$ cat src/rtl/pop_timers.sv
// Pump / pi-2 / free-precession / pi-2 / probe sequencer for POP clocks.
// Pulse lengths take edge-triggered, saturating adjustments between runs.
`timescale 1ns/1ps
module pop_timers #(
  parameter int WIDTH         = 16,
  parameter int PUMP_CYCLES   = 1000,
  parameter int GAP_CYCLES    = 25,
  parameter int PIE_DEFAULT   = 10,
  parameter int FREE_DEFAULT  = 250,
  parameter int PROBE_CYCLES  = 250,
  parameter int SAMPLE_DELAY  = 50,
  parameter int SAMPLE_CYCLES = 5,
  parameter int PIE_STEP      = 1,
  parameter int PIE_MIN       = 1,
  parameter int PIE_MAX       = 1000,
  parameter int FREE_STEP     = 5,
  parameter int FREE_MIN      = 1,
  parameter int FREE_MAX      = 60000
) (
  input  logic clock_2_5M,
  input  logic load_defaults,
  input  logic pieovertwo_plus,
  input  logic pieovertwo_minus,
  input  logic freeprecess_plus,
  input  logic freeprecess_minus,
  output logic pump,
  output logic probe,
  output logic MW,
  output logic sample
);

  typedef enum logic [2:0] {
    S_IDLE, S_PUMP, S_GAP1, S_MW1,
    S_FREE, S_MW2, S_GAP2, S_PROBE
  } state_t;

  localparam logic [WIDTH-1:0] PUMP_LAST =
    WIDTH'(PUMP_CYCLES - 1);
  localparam logic [WIDTH-1:0] GAP_LAST =
    WIDTH'(GAP_CYCLES - 1);
  localparam logic [WIDTH-1:0] PROBE_LAST =
    WIDTH'(PROBE_CYCLES - 1);
  localparam logic [WIDTH-1:0] SMP_FIRST =
    WIDTH'(SAMPLE_DELAY);
  localparam logic [WIDTH-1:0] SMP_LAST =
    WIDTH'(SAMPLE_DELAY + SAMPLE_CYCLES - 1);
  localparam logic [WIDTH-1:0] ONE = WIDTH'(1);

  function automatic logic [WIDTH-1:0] sat_add(
    input logic [WIDTH-1:0] v,
    input int step,
    input int lim
  );
    logic [WIDTH:0] s;
    s = {1'b0, v} + (WIDTH+1)'(step);
    if (s > (WIDTH+1)'(lim)) return WIDTH'(lim);
    return s[WIDTH-1:0];
  endfunction

  function automatic logic [WIDTH-1:0] sat_sub(
    input logic [WIDTH-1:0] v,
    input int step,
    input int lim
  );
    logic [WIDTH:0] floor_v;
    floor_v = (WIDTH+1)'(lim) + (WIDTH+1)'(step);
    if ({1'b0, v} < floor_v) return WIDTH'(lim);
    return v - WIDTH'(step);
  endfunction

  state_t           state_q, state_d;
  logic [WIDTH-1:0] cnt_q, cnt_d;
  logic [WIDTH-1:0] pie_len_q, pie_len_d;
  logic [WIDTH-1:0] free_len_q, free_len_d;
  logic [WIDTH-1:0] pie_cur_q, pie_cur_d;
  logic [WIDTH-1:0] free_cur_q, free_cur_d;
  logic [3:0]       prev_q, prev_d;
  logic             pump_q, pump_d;
  logic             probe_q, probe_d;
  logic             mw_q, mw_d;
  logic             sample_q, sample_d;

  logic [3:0]       adj_in;
  logic [3:0]       rise;
  logic [WIDTH-1:0] last;
  state_t           nxt;

  assign adj_in = {pieovertwo_plus, pieovertwo_minus,
                   freeprecess_plus, freeprecess_minus};
  assign rise   = adj_in & ~prev_q;
  assign prev_d = adj_in;

  // Opposing edges in the same cycle cancel out.
  always_comb begin
    pie_len_d  = pie_len_q;
    free_len_d = free_len_q;
    unique case (1'b1)
      rise[3] & ~rise[2]:
        pie_len_d = sat_add(pie_len_q, PIE_STEP, PIE_MAX);
      rise[2] & ~rise[3]:
        pie_len_d = sat_sub(pie_len_q, PIE_STEP, PIE_MIN);
      default: ;
    endcase
    unique case (1'b1)
      rise[1] & ~rise[0]:
        free_len_d = sat_add(free_len_q, FREE_STEP, FREE_MAX);
      rise[0] & ~rise[1]:
        free_len_d = sat_sub(free_len_q, FREE_STEP, FREE_MIN);
      default: ;
    endcase
  end

  always_comb begin
    last = '0;
    nxt  = S_PUMP;
    unique case (state_q)
      S_IDLE:  begin last = '0;              nxt = S_PUMP;  end
      S_PUMP:  begin last = PUMP_LAST;       nxt = S_GAP1;  end
      S_GAP1:  begin last = GAP_LAST;        nxt = S_MW1;   end
      S_MW1:   begin last = pie_cur_q - ONE; nxt = S_FREE;  end
      S_FREE:  begin last = free_cur_q - ONE; nxt = S_MW2;  end
      S_MW2:   begin last = pie_cur_q - ONE; nxt = S_GAP2;  end
      S_GAP2:  begin last = GAP_LAST;        nxt = S_PROBE; end
      S_PROBE: begin last = PROBE_LAST;      nxt = S_PUMP;  end
      default: begin last = '0;              nxt = S_PUMP;  end
    endcase
  end

  // Working lengths are frozen at PUMP entry for the whole run.
  always_comb begin
    state_d    = state_q;
    cnt_d      = cnt_q + ONE;
    pie_cur_d  = pie_cur_q;
    free_cur_d = free_cur_q;
    if (cnt_q == last) begin
      state_d = nxt;
      cnt_d   = '0;
      if (nxt == S_PUMP) begin
        pie_cur_d  = pie_len_q;
        free_cur_d = free_len_q;
      end
    end
    pump_d   = (state_d == S_PUMP);
    mw_d     = (state_d == S_MW1) || (state_d == S_MW2);
    probe_d  = (state_d == S_PROBE);
    sample_d = probe_d && (cnt_d >= SMP_FIRST) &&
               (cnt_d <= SMP_LAST);
  end

  always_ff @(posedge clock_2_5M or negedge load_defaults) begin
    if (!load_defaults) begin
      state_q    <= S_IDLE;
      cnt_q      <= '0;
      pie_len_q  <= WIDTH'(PIE_DEFAULT);
      free_len_q <= WIDTH'(FREE_DEFAULT);
      pie_cur_q  <= '0;
      free_cur_q <= '0;
      prev_q     <= '0;
      pump_q     <= 1'b0;
      probe_q    <= 1'b0;
      mw_q       <= 1'b0;
      sample_q   <= 1'b0;
    end else begin
      state_q    <= state_d;
      cnt_q      <= cnt_d;
      pie_len_q  <= pie_len_d;
      free_len_q <= free_len_d;
      pie_cur_q  <= pie_cur_d;
      free_cur_q <= free_cur_d;
      prev_q     <= prev_d;
      pump_q     <= pump_d;
      probe_q    <= probe_d;
      mw_q       <= mw_d;
      sample_q   <= sample_d;
    end
  end

  assign pump   = pump_q;
  assign probe  = probe_q;
  assign MW     = mw_q;
  assign sample = sample_q;

endmodule

$ cat config.mk
export PLATFORM = sky130hd
export DESIGN_NAME = pop_timers
export DESIGN_NICKNAME = d
export VERILOG_FILES = /design/src/rtl/pop_timers.sv
export SDC_FILE = /design/constraint.sdc
export NUM_CORES = 1
export LEC_CHECK = 0
export CAP_MARGIN = 20
export CORE_MARGIN = 1
export CORE_UTILIZATION = 64
export DETAILED_ROUTE_END_ITERATION = 7
export PLACE_DENSITY_LB_ADDON = 0.25
export SYNTH_ARGS = -nofsm -noshare
export SYNTH_HDL_FRONTEND = slang
export SYNTH_SLANG_ARGS = --single-unit
$ cat constraint.sdc
create_clock -name clock_2_5M -period 6.9 [get_ports clock_2_5M]
set_input_delay 1.725 -clock clock_2_5M [delete_from_list [all_inputs] [get_ports clock_2_5M]]
set_output_delay 1.725 -clock clock_2_5M [all_outputs]
set_load 0.02 [all_outputs]
# Yosys cells after proc, flatten, opt, wreduce, memory -nomap -nowiden
# Cells that the tools add are included.
# totals
word_cells,79
reg_bits,91
in_bits,6
out_inout_bits,4
# op_classes
addsub,7
n_reduce_logical,10
muxes,22
n_lt_le_gt_ge,6
bitwise_logic,10
eq_ne,13
# ops
cell,count
16-bit two-way mux,9
16-bit one-hot mux with 6 select lines,1
16-bit one-hot mux with 2 select lines,2
16-bit by 1-bit subtractor with 16-bit output (second input constant),3
3-bit one-hot mux with 7 select lines,1
3-bit == test (second input constant),6
16-bit by 1-bit adder with 17-bit output (second input constant),1
16-bit by 3-bit adder with 17-bit output (second input constant),1
17-bit by 10-bit greater-than comparator with 1-bit output (second input constant),1
17-bit by 16-bit greater-than comparator with 1-bit output (second input constant),1
16-bit by 1-bit adder with 16-bit output (second input constant),1
16-bit == test,1
16-bit by 6-bit >= comparator with 1-bit output (second input constant),1
16-bit by 6-bit less-or-equal comparator with 1-bit output (second input constant),1
16-bit by 2-bit less-than comparator with 1-bit output (second input constant),1
16-bit by 3-bit less-than comparator with 1-bit output (second input constant),1
16-bit by 3-bit subtractor with 16-bit output (second input constant),1
3-bit by 1-bit == test with 1-bit output (second input constant),3
3-bit by 2-bit == test with 1-bit output (second input constant),3
1-bit two-way mux,8
2-bit OR reduction,3
1-bit bitwise AND,4
4-bit bitwise AND,1
1-bit NOT,4
7 further kinds,9

# Logic depth before layout (Yosys ltp)
# Gate-level depths: netlist (run 1).
# depth
word_depth,8
depth_mapped,18
mapped_depth_nobuf,13

# Worst setup path before layout (run 1)
# Ideal clock, no wire load.
# synth_path
kind,register -> register
startpoint,register state_q[2]
endpoint,register free_cur_q[0]
setup_ps,125
period_less_slack_ps,4933
path_buffers,5
t_required_ps,6775
t_arrival_ps,4808
stages_incl_launch_ff,19
slack_ps,1967
cell_sequence,dfrtp_1 clkbuf_1 xor2_1 nand2_1 clkbuf_1 mux2i_1 ha_1 clkbuf_1 or3b_2 or4_1 clkbuf_2 a222oi_1 mux2i_1 xnor2_1 nand4_1 nor4_4 nand3_2 buf_6 mux2_4
# synth_between
elab_chain_len,5
word_cells_on_any_way,16
classes_between,9 x eq/ne; 2 x mux; 5 x reduce/logical
# synth_lines
item,line_no,rtl
"start, declared",71,"state_t state_q, state_d;"
"start signal, assigned",164,state_q <= state_d;
"3-bit == test, or another cell as far along",116,unique case (state_q)
2-bit OR reduction (no line),n/a,
16-bit one-hot mux with 6 select lines or 3-bit one-hot mux with 7 select lines (tied branches),116,
16-bit == test or 3-bit by 1-bit == test with 1-bit output (tied branches),"135, 138",
2-bit AND reduction (no line) (*),n/a,
"end signal, assigned",169,free_cur_q <= free_cur_d;
"end, declared",76,"logic [WIDTH-1:0] free_cur_q, free_cur_d;"
# Every way passes the cells marked *; elsewhere a longest branch is shown, timed or not.
# A chain may end at the register's enable or synchronous reset.

# Worst setup path after layout (run 1)
# layout_path
startpoint,register state_q[2]
endpoint,register sample_q (netlist: sample)
# layout_between
elab_chain_len,8
word_cells_on_any_way,21
classes_between,2 x order compare; 9 x eq/ne; 4 x mux; 6 x reduce/logical
# layout_lines
item,line_no,rtl
3-bit == test or 3-bit by 2-bit == test with 1-bit output (tied branches),116,
2-bit OR reduction (no line),n/a,
16-bit one-hot mux with 6 select lines,116,
16-bit == test,135,if (cnt_q == last) begin
16-bit two-way mux or 3-bit two-way mux (tied branches),135,
16-bit by 6-bit >= comparator with 1-bit output or 3-bit == test (tied branches),"146, 145",
1-bit logical AND,146,sample_d = probe_d && (cnt_d >= SMP_FIRST) &&
1-bit logical AND (*),146,
via sample_d,81,"logic sample_q, sample_d;"
"end signal, assigned",174,sample_q <= sample_d;
"end, declared",81,
# The timed path passes the listed nets; every way through them passes the cells marked *.

==> impl_metrics.yaml, run 1 <==
timing:
  fin_crit_sh_pct: 80.6
  max_freq_mhz: 180
  slew_headroom_pct: 30.4
  fin_crit_ns: 5.56
  finalSetupViolations: 0
  fin_setup_tns_ns: 0
  hold_viol: 0
  rsz0062_at_grt: "false"
  fin_skew_ns: 0.00799
  worstMarginPinSlew_ns: 1.04
  finalMaxSlewViolations: 0
  layout_setup_ws_ns: 1.34
worst_setup_path:
  reg2reg_to: "sample$_DFF_PN0_"
  worst_ep_arrival_time_ns: 5.80
  critical_path.endpoint_type: "flip-flop"
  crit_path_max_incr_delay_ns: 0.77
  crit_top_cell: "mux2i_1"
  timing.rr.start: "state_q[2]$_DFF_PN0_"
  cp_top_family: "simple AND/OR/NAND/NOR gates"
  crit_type: "reg -> reg"
  crit_buf_inv: 1
  r2r_setup_slack_ns: 1.34
  cp.required_ns: 7.14
  slowest_stage: "dfrtp_1"
  crit_path_max_fanout: 21
  r2r_cells: 14
  crit_chain: "xor2_1 -> buf_4 -> nand2_1 -> mux2i_1 -> ha_1 -> or3b_2 -> or4_1 -> a222oi_1 -> mux2i_1 -> xnor2_1 -> nand4_1 -> or4_4 -> nor2_2 -> nor3_1"
  critPathLaunchType: "flip-flop"
grt:
  grt_pass1_vias: 5989
  grt_max_degree: 55
  grt_overflow: 0
  antenna_found_initial: 0
  grt_first_pass_wirelength_um: 29800
  grt.total_usage_pct: 33.0
place:
  placed_area_um2: 7150
  place_hpwl_um: 13100
  globalplace.congestion: 0.951
  pre_cts_ws_ns: 1.43
  portBuffers: 9
floorplanning:
  dieArea_um2: 11600
  core_area_um2: 10900
  ios: 10
  num_rows: 38
  initial_core_util_pct: 65.8
  die_y_um: 108
  die_w_um: 108
cts:
  hold_buffers: 0
  cts_buffers: 9
  cts_setup_buffers: 0
  cts_tree: "built"
  htreeDepth: 3
  root_buffer: "clkbuf_8"
  cts_max_path_buffers: 2
  clkTransAtPathRegs_ns: 0.09
  clock_latency_ns: 0.38
  cts_resized: 0
  numClockSinks: 91
cells_and_area:
  nets: 824
  area_growth_pct: 3.07
  fillers: 893
  num_antenna_cells: 0
  drive_above_1_share_pct: 8.86
  design_area_um2: 7390
job:
  drv_cap: 0
logic_synthesis:
  synth-seq-cells: 91
  syn_avg_cell_area_um2: 8.37
  syn-cell-area_um2: 7170
  synthAdderAreaFrac_pct: 1.75
  synth_edf_count: 0
  yosysWarnings: 0
  synth-compound-area-share_pct: 19.7
  synth-simple-area-share_pct: 25.7
  synth_xor_area_share_pct: 6.79
  synthArstFlopShare_pct: 100
  synthMuxAreaShare_pct: 8.45
  syn_nets: 872
  netlist-cell-type-count: 78
  ys_seq_area_share_pct: 31.9
  syn_inst: 856
  synth_ff_type: "dfrtp_1"
  synth_top_family_by_area: "simple AND/OR/NAND/NOR gates"
pwr:
  leakage_nw: 3.08
  total_power_mw: 1.70
  ir_drop_v: 0.000199
  powerDensity_nw_per_um2: 231
detailed_routing:
  antenna_left: 0
  drcViolationCount: 0
  via_per_inst: 6.94
  vias: 6617
  drt_iter0_drc: 713
  drt_pass1_iterations: 5
  wirelength_um: 18300
  wl_per_cell_um: 19.2
hold_path:
  min_path_cells: 1
  hold_end: "free_cur_q[15]$_DFFE_PN0P_"
  min_from: "free_cur_q[15]$_DFFE_PN0P_"
  hp-class: "reg -> reg"
outcome:
  status: "completed"
cells in the final DEF (no fill, tap or decap), types with 5 or more instances in the layout:
cell / n
and4_1: 5
nand3_1: 38
nor3b_1: 5
nor2b_1: 12
dfrtp_1: 83
o211ai_1: 8
a211o_1: 7
nor4_1: 29
o31ai_1: 9
nor2_1: 90
a211oi_1: 6
a21oi_1: 43
mux2i_1: 11
clkdlybuf4s50_1: 8
xnor2_1: 36
nand2_1: 48
nand2b_1: 10
o21ai_0: 45
inv_1: 24
and3_1: 15
nor3_1: 33
mux2_4: 30
dfstp_2: 8
a21o_1: 11
and2_1: 7
clkbuf_8: 9
or4_1: 8
nand4_1: 11
ha_1: 10
buf_4: 6
a31oi_1: 17
xor2_1: 17
a22oi_1: 7
or3_1: 15
sequential cells by signal, summed over array words and instances (netlist names):
name        cells
free_cur_q     16
pie_cur_q      16
free_len_q     16
sample          1
cnt_q          16
MW              1
pie_len_q      16
state_q         3
pump            1
prev_q          4
probe           1
area by class of cell:
class / instances / area, um^2 / area share [%]
Clock buffer: 11 / 131 / 1.78
Sequential cell: 91 / 2290 / 31.0
Multi-Input combinational cell: 667 / 4470 / 60.5
Tap cell: 140 / 175 / 2.37
Inverter: 25 / 93.8 / 1.27
Timing Repair Buffer: 14 / 125 / 1.69
Clock inverter: 5 / 103 / 1.39
per-layer routing:
metal	vias up	part of all wire [%]	GRT usage, %
li1	3080	-	-
met1	3175	42	43.6
met2	313	47	52.2
met3	49	7.7	5.75
met4	0	3.9	16.4
met5	-	0	0
Yosys cell counts, drive strengths merged (24+ instances only):
master,count,area (um^2)
a21oi,43,215
clkbuf,59,225
dfrtp,83,2080
inv,24,90.1
mux2,34,495
nand2,48,180
nand3,39,200
nor2,91,344
nor3,33,165
nor4,30,203
o21ai,45,225
xnor2,36,315
cells by family after synthesis:
group,after synthesis
adders and majority gates,10
AOI/OAI and AO/OA,210
xor gates and xnor gates,54
muxes,45
and+or+nand+nor,348
buffers and inverters,98
DFF,91
stage by stage:
step,std cells,hold WS (ns),utilization (%)
final,953,0.543,67.8
after global routing,953,0.554,67.8
after CTS,953,0.544,67.8
after detailed placement,937,0.506,65.7
after global placement,937,0.505,65.7
after floorplan,856,0.481,-
worst max-delay path by stage:
stage,end,depth (start not counted),startpoint
after floorplan,free_cur_q[0]$_DFFE_PN0P_,18,state_q[2]$_DFF_PN0_
after global placement,sample$_DFF_PN0_,14,state_q[1]$_DFF_PN0_
after detailed placement,cnt_q[5]$_DFF_PN0_,14,state_q[2]$_DFF_PN0_
after CTS,sample$_DFF_PN0_,14,state_q[2]$_DFF_PN0_
after global routing,sample$_DFF_PN0_,14,state_q[2]$_DFF_PN0_
final,sample$_DFF_PN0_,14,state_q[2]$_DFF_PN0_
power breakdown:
group          switching [mW]  internal, mW
registers               0.185         0.615
clock network           0.193         0.240
logic                   0.264         0.206
total                   0.642          1.06
Note: power is estimated with default switching activity, not from simulation.
==> run 2: changes to the inputs <==
==> constraint.sdc (replaced) <==
create_clock -name clock_2_5M -period 5.2 [get_ports clock_2_5M]
set_input_delay 1.3 -clock clock_2_5M [delete_from_list [all_inputs] [get_ports clock_2_5M]]
set_output_delay 1.3 -clock clock_2_5M [all_outputs]
set_load 0.02 [all_outputs]
==> run 2 against run 1 <==
Compared with the run above:
- final cell count increased by 0.52%
- clock power increased by 3%
- highest routed layer unchanged
- via count increased by 0.47%
- final area decreased by 0.34%
- critical endpoint is now cnt_q[15]$_DFF_PN0_
- count of clock-buffer cells in the layout decreased by 1
- clock skew increased by 0.0076 ns
- power increased by 25%
- worst setup slack got worse by 1.0 ns
- non-clock buffer count increased by 5
- global-route usage increased by 0.66 points
- die area unchanged
==> impl_metrics.yaml, run 2 (synthesized netlist as in run 1, its figures left out) <==
cts:
  numClockSinks: 91
  cts_tree: "built"
  clock_latency_ns: 0.38
  cts_resized: 0
  cts_buffers: 9
  root_buffer: "clkbuf_8"
  hold_buffers: 0
  cts_max_path_buffers: 2
  htreeDepth: 3
  cts_setup_buffers: 0
  clkTransAtPathRegs_ns: 0.10
place:
  globalplace.congestion: 1.04
  portBuffers: 9
  place_hpwl_um: 13200
timing:
  fin_crit_sh_pct: 94.2
  fin_crit_ns: 4.90
  max_freq_mhz: 204
  fin_setup_tns_ns: 0
  finalMaxSlewViolations: 0
  fin_skew_ns: 0.0156
  hold_viol: 0
  slew_headroom_pct: 30.4
  rsz0062_at_grt: "false"
  worstMarginPinSlew_ns: 1.04
  finalSetupViolations: 0
floorplanning:
  num_rows: 38
  core_area_um2: 10900
  die_y_um: 108
  die_w_um: 108
  dieArea_um2: 11600
  initial_core_util_pct: 65.8
  ios: 10
cells_and_area:
  drive_above_1_share_pct: 9.54
  multi_input_area_um2: 4470
  final_common_cell: "nor2_1"
  fin_util_pct: 67.6
  nets: 829
  num_antenna_cells: 0
  area_growth_pct: 2.72
  final_cell_mix: "90 x nor2_1, 83 x dfrtp_1, 48 x nand2_1, 45 x o21ai_0, 43 x a21oi_1"
  fillers: 919
  regArea_um2: 2290
detailed_routing:
  drcViolationCount: 0
  wirelength_um: 18600
  via_per_inst: 6.94
  drt_pass1_iterations: 5
  vias: 6648
  antenna_left: 0
  wl_per_cell_um: 19.5
  drt_iter0_drc: 745
pwr:
  leakage_nw: 3.06
  ir_drop_v: 0.000324
  powerDensity_nw_per_um2: 290
grt:
  grt_pass1_vias: 6173
  grt_max_degree: 59
  grt_overflow: 0
  antenna_found_initial: 0
  grt.total_usage_pct: 33.7
  grt_first_pass_wirelength_um: 30700
worst_setup_path:
  cp.required_ns: 5.44
  r2r_cells: 13
  r2r_setup_slack_ns: 0.30
  critPathLaunchType: "flip-flop"
  crit_path_max_fanout: 17
  timing.rr.start: "state_q[2]$_DFF_PN0_"
  worst_ep_arrival_time_ns: 5.13
  crit_type: "reg -> reg"
  reg2reg_to: "cnt_q[15]$_DFF_PN0_"
  critical_path.endpoint_type: "flip-flop"
hold_path:
  hp-class: "reg -> reg"
  hold_end: "free_cur_q[15]$_DFFE_PN0P_"
  min_from: "free_cur_q[15]$_DFFE_PN0P_"
  min_path_cells: 1
job:
  drv_cap: 0
outcome:
  status: "completed"
==> run 2: layout make-up <==
type / count / share of cell area, %
multi-input cells: 667 / 60.7
flip-flops and latches: 91 / 31.1
well taps: 140 / 2.38
repair buffers: 19 / 2.21
clock buffers: 10 / 1.73
inverters: 25 / 1.27
clock inverters: 6 / 0.595
==> run 2: per-stage QoR <==
step,cell area [um^2],cells,power (mW),hold slack (ns),worst slack (ns)
global placement,7190,942,1.65,0.502,0.529
finish,7360,958,2.13,0.535,0.303
detailed placement,7190,942,1.68,0.505,0.354
floorplan,7170,856,1.51,0.481,0.267
CTS,7360,958,2.12,0.534,0.328
global route,7360,958,2.26,0.550,0.00721
==> run 2: worst max-delay path by stage <==
| stage | startpoint | depth (start not counted) | endpoint | slack (ns) |
|---|---|---|---|---|
| finish | state_q[2]$_DFF_PN0_ | 13 | cnt_q[15]$_DFF_PN0_ | 0.30 |
| global route | state_q[2]$_DFF_PN0_ | 13 | sample$_DFF_PN0_ | 0.007 |
| CTS | state_q[2]$_DFF_PN0_ | 13 | cnt_q[15]$_DFF_PN0_ | 0.33 |
| detailed placement | state_q[2]$_DFF_PN0_ | 13 | cnt_q[15]$_DFF_PN0_ | 0.35 |
| global placement | state_q[2]$_DFF_PN0_ | 13 | sample$_DFF_PN0_ | 0.53 |
| floorplan | state_q[2]$_DFF_PN0_ | 18 | free_cur_q[0]$_DFFE_PN0P_ | 0.27 |
==> run 2: worst max-delay path: stages, from the launching register on <==
cell      delay (ns)
dfrtp_1         0.40
xor2_1          0.18
nand2_1         0.16
mux2i_1         0.23
ha_1            0.34
or3b_2          0.47
or4_1           0.56
a222oi_1        0.44
mux2i_1         0.28
xnor2_1         0.14
nand4_1         0.24
or4_4           0.58
nor2_2          0.59
nor2_1          0.14
==> run 2: per-layer routing <==
metal	part of all wire, %	track usage, %
met1	43	45.8
met2	46	52.2
met3	7.4	5.33
met4	3.9	16.2
met5	0	0
==> run 2: where the power goes <==
| group | internal, mW | total, mW | switching, mW | leakage [nW] |
|---|---|---|---|---|
| combinational | 0.274 | 0.622 | 0.348 | 1.84 |
| clock | 0.174 | 0.447 | 0.273 | 0.0745 |
| sequential | 0.817 | 1.07 | 0.249 | 1.15 |
==> run 3: changes to the inputs <==
--- a/config.mk
+++ b/config.mk
@@ -6,10 +6,10 @@
 export NUM_CORES = 1
 export LEC_CHECK = 0
 export CAP_MARGIN = 20
-export CORE_MARGIN = 1
-export CORE_UTILIZATION = 64
+export CORE_UTILIZATION = 25
 export DETAILED_ROUTE_END_ITERATION = 7
 export PLACE_DENSITY_LB_ADDON = 0.25
+export SLEW_MARGIN = 20
 export SYNTH_ARGS = -nofsm -noshare
 export SYNTH_HDL_FRONTEND = slang
 export SYNTH_SLANG_ARGS = --single-unit
==> run 3 against run 2 <==
Compared with the run above:
- sequential power about the same
- clock power increased by 42%
- count of clock-buffer cells in the layout is 4 higher
- fmax increased by 9.1%
- utilization down 40 points
- critical endpoint is now pie_cur_q[6]$_DFFE_PN0P_
- largest power group unchanged
- highest routed layer unchanged
==> impl_metrics.yaml, run 3 (synthesized netlist as in run 1, its figures left out) <==
outcome:
  status: "completed"
worst_setup_path:
  cp_top_family: "simple AND/OR/NAND/NOR gates"
  critPathLaunchType: "flip-flop"
  crit_top_cell: "mux2i_1"
  reg2reg_to: "pie_cur_q[6]$_DFFE_PN0P_"
  crit_path_max_incr_delay_ns: 0.53
  timing.rr.start: "state_q[2]$_DFF_PN0_"
  crit_type: "reg -> reg"
  worst_ep_arrival_time_ns: 4.72
  cp.required_ns: 5.43
  crit_path_max_fanout: 32
  slowest_stage: "or4_1"
  startpoint: "state_q[2]$_DFF_PN0_"
  critical_path.endpoint_type: "flip-flop"
  r2r_cells: 14
  crit_buf_inv: 1
  r2r_setup_slack_ns: 0.71
  crit_chain: "xor2_1 -> nand2_1 -> mux2i_1 -> ha_1 -> or3b_2 -> or4_1 -> a222oi_1 -> mux2i_1 -> xnor2_1 -> nand4_1 -> nor4_4 -> nand3_2 -> buf_12 -> mux2_4"
cts:
  clkTransAtPathRegs_ns: 0.06
  cts_resized: 0
  clock_latency_ns: 0.35
  root_buffer: "clkbuf_16"
  cts_setup_buffers: 0
  hold_buffers: 0
  numClockSinks: 91
  htreeDepth: 3
  cts_buffers: 9
  cts_tree: "built"
  cts_max_path_buffers: 2
detailed_routing:
  antenna_left: 0
  drcViolationCount: 0
  wirelength_um: 20200
  drt_pass1_iterations: 8
  vias: 6340
  drt_iter0_drc: 539
  wl_per_cell_um: 16.8
  via_per_inst: 5.27
pwr:
  combPwrFrac_pct: 27.1
  p_int_mw: 1.45
  power.switching_mw: 0.897
  p_sw_share_pct: 38.3
  pwr-share-seq_pct: 45.7
  ir_drop_v: 0.000129
  leakage_nw: 3.17
  p_clk_share_pct: 27.2
  powerDensity_nw_per_um2: 299
hold_path:
  min_from: "free_cur_q[15]$_DFFE_PN0P_"
  min_path_cells: 1
  hp-class: "reg -> reg"
  hold_end: "free_cur_q[15]$_DFFE_PN0P_"
timing:
  fin_crit_sh_pct: 86.3
  finalMaxSlewViolations: 0
  max_freq_mhz: 223
  slew_headroom_pct: 32.5
  whs_ns: 0.516
  fin_setup_tns_ns: 0
  worstMarginPinSlew_ns: 1.01
  fin_crit_ns: 4.49
  rsz0062_at_grt: "false"
  finalSetupViolations: 0
  fin_skew_ns: 0.00826
  hold_viol: 0
floorplanning:
  initial_core_util_pct: 25.6
  die_y_um: 171
  dieArea_um2: 29300
  core_area_um2: 28000
  num_rows: 61
  ios: 10
  die_w_um: 171
grt:
  grt_first_pass_wirelength_um: 33000
  grt_pass1_vias: 5872
  grt_overflow: 0
  grt.total_usage_pct: 14.2
  antenna_found_initial: 0
  grt_max_degree: 59
cells_and_area:
  final_common_cell: "nor2_1"
  area_growth_pct: 9.36
  fillers: 3015
  final_cell_mix: "90 x nor2_1, 83 x dfrtp_1, 48 x nand2_1, 45 x o21ai_0, 43 x a21oi_1"
  finalNonFillerCells: 1204
  nets: 837
  num_antenna_cells: 0
  drive_above_1_share_pct: 10.2
place:
  globalplace.congestion: 0.929
  portBuffers: 9
  place_hpwl_um: 14500
  placed_cells: 1188
job:
  drv_cap: 0
## run 3: cell types whose count changed in the layout (fill, tap and decap cells not counted), sizes merged
cell	before	now
clkinvlp	4	1
clkinv	3	2
clkbuf	10	14
buf	11	19
## run 3: how the worst max path moves through the flow
stage / cells after the start / slack [ns] / end
final: 14 / 0.71 / pie_cur_q[6]$_DFFE_PN0P_
after global routing: 14 / 0.37 / pie_cur_q[12]$_DFFE_PN0P_
after CTS: 14 / 0.74 / pie_cur_q[12]$_DFFE_PN0P_
after detailed placement: 14 / 0.80 / pie_cur_q[7]$_DFFE_PN0P_
after global placement: 14 / 0.85 / pie_cur_q[4]$_DFFE_PN0P_
after floorplan: 18 / 0.27 / free_cur_q[0]$_DFFE_PN0P_
## run 3: cell type report
type,count,area (um^2),area share [%]
tap,378,473,6.03
clock inverter,2,12.5,0.160
clock buffer,14,264,3.37
sequential,91,2290,29.2
inverter,25,93.8,1.20
multi-input combinational,667,4470,57.1
timing repair buffer,27,235,3.00
## run 3: through the flow
step	util, %	worst slack (ns)	instance area, um^2	total power, mW
6_report	28.0	0.713	7840	2.34
5_1_grt	28.0	0.373	7840	2.50
4_1_cts	28.0	0.743	7840	2.36
3_5_place_dp	27.0	0.796	7560	1.71
3_3_place_gp	27.0	0.850	7560	1.71
2_1_floorplan	-	0.267	7170	1.51
## run 3: per-layer routing
layer,global-route usage (%),share of wire [%],wire (um),vias up
met5,0,0,0,-
met4,5.94,2.4,487,0
met3,2.02,4.4,894,33
met2,21.5,44,8940,165
met1,20.1,49,9920,3049
li1,-,-,-,3093
## run 3: power by group through the flow
stage | clock network (mW) | logic [mW] | registers (mW)
6_report | 0.636 | 0.635 | 1.07
5_1_grt | 0.683 | 0.718 | 1.10
4_1_cts | 0.663 | 0.633 | 1.07
3_5_place_dp | 0 | 0.628 | 1.08
3_3_place_gp | 0 | 0.628 | 1.08
2_1_floorplan | 0 | 0.634 | 0.881
